`config.mk`:
```
export PLATFORM = sky130hd
export DESIGN_NAME = power_decomp_datapath
export DESIGN_NICKNAME = d
export VERILOG_FILES = /design/src/rtl/power_decomp_datapath.sv
export SDC_FILE = /design/constraint.sdc
export NUM_CORES = 1
export LEC_CHECK = 0
export CAP_MARGIN = 20
export CORE_MARGIN = 2
export CORE_UTILIZATION = 55
export CTS_CLUSTER_DIAMETER = 200
export DETAILED_ROUTE_END_ITERATION = 7
export PLACE_DENSITY = 0.94
export SLEW_MARGIN = 15
export SYNTH_ARGS = -nofsm -noshare
export SYNTH_HDL_FRONTEND = slang
export SYNTH_SLANG_ARGS = --single-unit
```
`constraint.sdc`:
```
create_clock -name clk -period 5.38 [get_ports clk]
set_input_delay 1.614 -clock clk [delete_from_list [all_inputs] [get_ports clk]]
set_output_delay 1.614 -clock clk [all_outputs]
set_load 0.01 [all_outputs]
```
`src/rtl/power_decomp_datapath.sv`:
```
// Power-of-two decomposition datapath driven by the procesador control FSM (a1..a7).
// Optional per-term trace outputs are enabled with POWER_DECOMP_TRACE_EN.
module power_decomp_datapath (
  input  logic       clk,
  input  logic       reset,
  input  logic [7:0] din,
  input  logic       a1,
  input  logic       a2,
  input  logic       a3,
  input  logic       a4,
  input  logic       a5,
  input  logic       a6,
  input  logic       a7,
  output logic [7:0] A,
  output logic       E,
  output logic [7:0] K,
  output logic [7:0] result,
  output logic [3:0] count,
  output logic       done
`ifdef POWER_DECOMP_TRACE_EN
  ,
  output logic       term_valid,
  output logic [7:0] term_k
`endif
);

  localparam logic [6:0] CodeWait   = 7'b0000001;
  localparam logic [6:0] CodeScale  = 7'b1111111;
  localparam logic [6:0] CodeSelect = 7'b0110111;
  localparam logic [6:0] CodeSub    = 7'b0011111;
  localparam logic [6:0] CodeZero   = 7'b0111101;
  localparam logic [6:0] CodePrint  = 7'b0111110;

  logic [6:0] ctrl;
  logic [7:0] a_q, a_d, k_q, k_d, r_q, r_d, result_q, result_d;
  logic [3:0] c_q, c_d, count_q, count_d;
  logic       e_q, e_d, done_q, done_d;
  logic       ge_k, ge_2k, rec;

  assign ctrl  = {a1, a2, a3, a4, a5, a6, a7};
  assign ge_k  = (a_q >= k_q);
  // 9-bit compare so K=128 never wraps when doubled
  assign ge_2k = ({1'b0, a_q} >= {k_q, 1'b0});
  assign rec   = (ctrl == CodeSelect) && ge_k;

  always_comb begin
    a_d      = a_q;
    k_d      = k_q;
    e_d      = e_q;
    r_d      = r_q;
    c_d      = c_q;
    result_d = result_q;
    count_d  = count_q;
    done_d   = 1'b0;
    case (ctrl)
      CodeWait: begin
        a_d = din;
        k_d = 8'd1;
        e_d = 1'b0;
        r_d = 8'd0;
        c_d = 4'd0;
      end
      CodeScale: begin
        if (ge_2k) k_d = {k_q[6:0], 1'b0};
      end
      CodeSelect: begin
        if (ge_k) begin
          r_d = r_q | k_q;
          c_d = c_q + 4'd1;
        end
        // E must be settled before SUBTRACT, where the FSM branches on it
        e_d = (a_q != k_q);
      end
      CodeSub: begin
        if (ge_k) a_d = a_q - k_q;
        k_d = 8'd1;
      end
      CodeZero: begin
        k_d = 8'd1;
      end
      CodePrint: begin
        result_d = r_q;
        count_d  = c_q;
        done_d   = 1'b1;
      end
      default: ;
    endcase
  end

  always_ff @(posedge clk) begin
    if (reset) begin
      a_q      <= 8'd0;
      k_q      <= 8'd1;
      e_q      <= 1'b0;
      r_q      <= 8'd0;
      c_q      <= 4'd0;
      result_q <= 8'd0;
      count_q  <= 4'd0;
      done_q   <= 1'b0;
    end else begin
      a_q      <= a_d;
      k_q      <= k_d;
      e_q      <= e_d;
      r_q      <= r_d;
      c_q      <= c_d;
      result_q <= result_d;
      count_q  <= count_d;
      done_q   <= done_d;
    end
  end

  assign A      = a_q;
  assign E      = e_q;
  assign K      = k_q;
  assign result = result_q;
  assign count  = count_q;
  assign done   = done_q;

`ifdef POWER_DECOMP_TRACE_EN
  logic       tv_q;
  logic [7:0] tk_q;

  always_ff @(posedge clk) begin
    if (reset) begin
      tv_q <= 1'b0;
      tk_q <= 8'd0;
    end else begin
      tv_q <= rec;
      if (rec) tk_q <= k_q;
    end
  end

  assign term_valid = tv_q;
  assign term_k     = tk_q;
`else
  logic unused_rec;
  assign unused_rec = rec;
`endif

endmodule

```
==> results.yml <==
clock_network:
  cts_resized: 0
  cts_inserted_buffers: 5
  postCtsHoldBufs: 0
  root_buffer: "clkbuf_8"
  htreeDepth: 2
  clock_sinks: 42
  worst_skew_pair.late_latency_ns: 0.30
  cts_tree: "done"
  postCtsSetupBuffers: 0
  path_clk_slew_ns: 0.09
  clockBufferDepth: 2
timing:
  post-route-period-util: 0.6464
  worst_slack_ns: 1.902
  hold_ws_ns: 0.4572
  fin_worst_skew_ns: 0.01318
  slew_headroom: 0.3408
  grt_setup_unrepaired: "no"
  fin_crit_ns: 3.478
  worstMarginPinSlew_ns: 0.9858
  finalHoldViolCount: 0
  setup_viol: 0
  slew_violations: 0
  clock.fmax_mhz: 287.5
  tns_ns: 0
yosys:
  ys_types: 56
  synthCells: 269
  synth.area.top_cells: "dfxtp_1 (37%), ha_1 (8.8%), a21oi_1 (6.8%)"
  ys.warnings.count: 0
  synth_top_area_frac: 0.3690
  ys.flop_type: "dfxtp_1"
  yosysSeqAreaShare: 0.3690
  synthArstFlopShare: 0
  yosysTopAreaCell: "dfxtp_1"
  syn_area_per_cell_um2: 8.470
  synth_edf_count: 0
  ys_ff_latch: 42
  syn_area_um2: 2278
  synthesis.nets: 303
critical_path:
  startpoint_type: "input port"
  cp.required_ns: 5.59
  path_class: "in2reg"
  critical_path_arrival_ns: 3.69
  worstPathCellList: "clkdlybuf4s50_1, and4bb_2, nand2_1, o311ai_0, nor3_1, a221oi_2"
  cp_slowest_stage_delay_ns: 0.60
  reg2reg_slack_ns: 2.90
  end_kind: "flip-flop"
  crit_slowest_cell: "clkdlybuf4s50_1"
  crit_fanout: 12
  reg2reg_depth: 8
placement:
  pre_cts_slack_ns: 1.676
  port_buffers: 46
  hpwl_um: 4248
  gp_congestion: 0.8550
  dpl.cell_count: 359
power:
  p_per_area_nw_per_um2: 210.5
  leakage_nw: 1.165
  ir_drop_uv: 125.2
finish:
  multiInputGateArea_um2: 1340
  final_layout_size_suffix_gt1_frac: 0.06625
  area_growth_pct: 26.63
  final_common_cell: "clkdlybuf4s50_1"
  nFillCells: 305
  nets: 350
  antennaDiodeCount: 0
  finalCoreUtilization: 0.7213
  fin_cells: 367
  final_cell_mix: "clkdlybuf4s50_1 (46), dfxtp_1 (42), nand2_1 (37), a21oi_1 (31), nor2_1 (21)"
  seq_area_um2: 840.8
route:
  via_per_inst: 6.131
  vias: 2250
  wire_per_inst_um: 16.26
  drcViolationCount: 0
  initialDrtViolationCount: 169
  dr.pass1.iters: 5
  ant_nets: 0
  wirelength_um: 5968
die:
  design.die.area_um2: 4674
  fp-row-count: 23
  start_util: 0.5696
  core_area_um2: 4000
  die_w_um: 68.37
  die_y_um: 68.37
  ioPinCount: 47
global_route:
  antenna_found_initial: 0
  grt_max_degree: 26
  grt_pass1_vias: 2135
  grt_pass1_wl_um: 9604
  grt_usage: 0.2745
  grt_overflow_total: 0
min_path:
  min-delay-path-class: "reg2reg"
  hold_depth: 2
run_status:
  status: "finished, final reports clean"
run:
  drv_cap: 0
[layout make-up]
class / count / share of cell area
multi-input combinational: 203 / 0.4644
inverter: 17 / 0.02212
tap: 50 / 0.02168
clock buffer: 6 / 0.02515
timing repair buffer: 47 / 0.1622
sequential: 42 / 0.2914
clock inverter: 2 / 0.01301
[final timing paths]
path,to,from
setup / recovery,A[5],a6
hold / removal,count[1],count[1]
setup reg to reg,c_q[0],K[0]
hold reg to reg,count[1],count[1]
[critical path, delay by kind of cell]
kind	cells	cell delay [ns]
AO/OA/AOI/OAI	2	0.80
buffers and inverters	1	0.60
AND/OR/NAND/NOR	3	0.67
[sequential cells by signal, summed over array words and instances (netlist names)]
name,cells
r_q,8
c_q,4
count,4
done,1
result,8
E,1
K,8
A,8
[kinds of logic (layout without fill, tap and decap cells)]
| kind of cell | after synthesis | in the layout | share of synthesized area |
|---|---|---|---|
| AND/OR/NAND/NOR | 107 | 107 | 0.2350 |
| AO/OA/AOI/OAI | 68 | 68 | 0.2076 |
| flip-flops | 42 | 42 | 0.3690 |
| buffers and inverters | 24 | 72 | 0.04283 |
| adder cells (fa/ha/maj) | 17 | 17 | 0.09665 |
| multiplexers | 8 | 8 | 0.03734 |
| XOR/XNOR | 3 | 3 | 0.01153 |
[power breakdown]
part | internal [W] | switching [W]
registers | 0.000311 | 0.000000778
clock network | 0.000139 | 0.000114
logic | 0.0000198 | 0.0000234
total | 0.000469 | 0.000138
[per-layer routing]
layer	track usage	vias to the layer above	part of all wire	routed length, um
met2	0.4842	120	0.48	2884
met5	0	-	0	0
met1	0.3178	1033	0.41	2473
met4	0.1075	0	0.029	172
li1	-	1075	-	-
met3	0.06579	22	0.073	438
[cell usage after synthesis, types with 2 or more instances]
cell / number
clkbuf_1: 2
nand2_1: 37
ha_1: 16
buf_2: 3
a311oi_1: 3
a211o_1: 2
and3_1: 3
o311ai_0: 2
a211oi_1: 4
nand2b_1: 6
o31ai_1: 2
nor2_1: 21
nor3_1: 11
a21oi_1: 31
o21ai_0: 6
inv_1: 17
o21a_1: 2
nor4_1: 6
nor2_2: 2
nand4_1: 6
nor2b_1: 2
mux2i_1: 7
dfxtp_1: 42
or4_1: 2
xnor2_1: 3
[per-stage QoR]
| step | total power [W] | area (um^2) |
|---|---|---|
| floorplan | 0.0003398 | 2278 |
| global placement | 0.0003593 | 2775 |
| detailed placement | 0.0003608 | 2775 |
| CTS | 0.0006080 | 2885 |
| global route | 0.0006250 | 2885 |
| finish | 0.0006074 | 2885 |
Power figures use the tool's default switching activity.
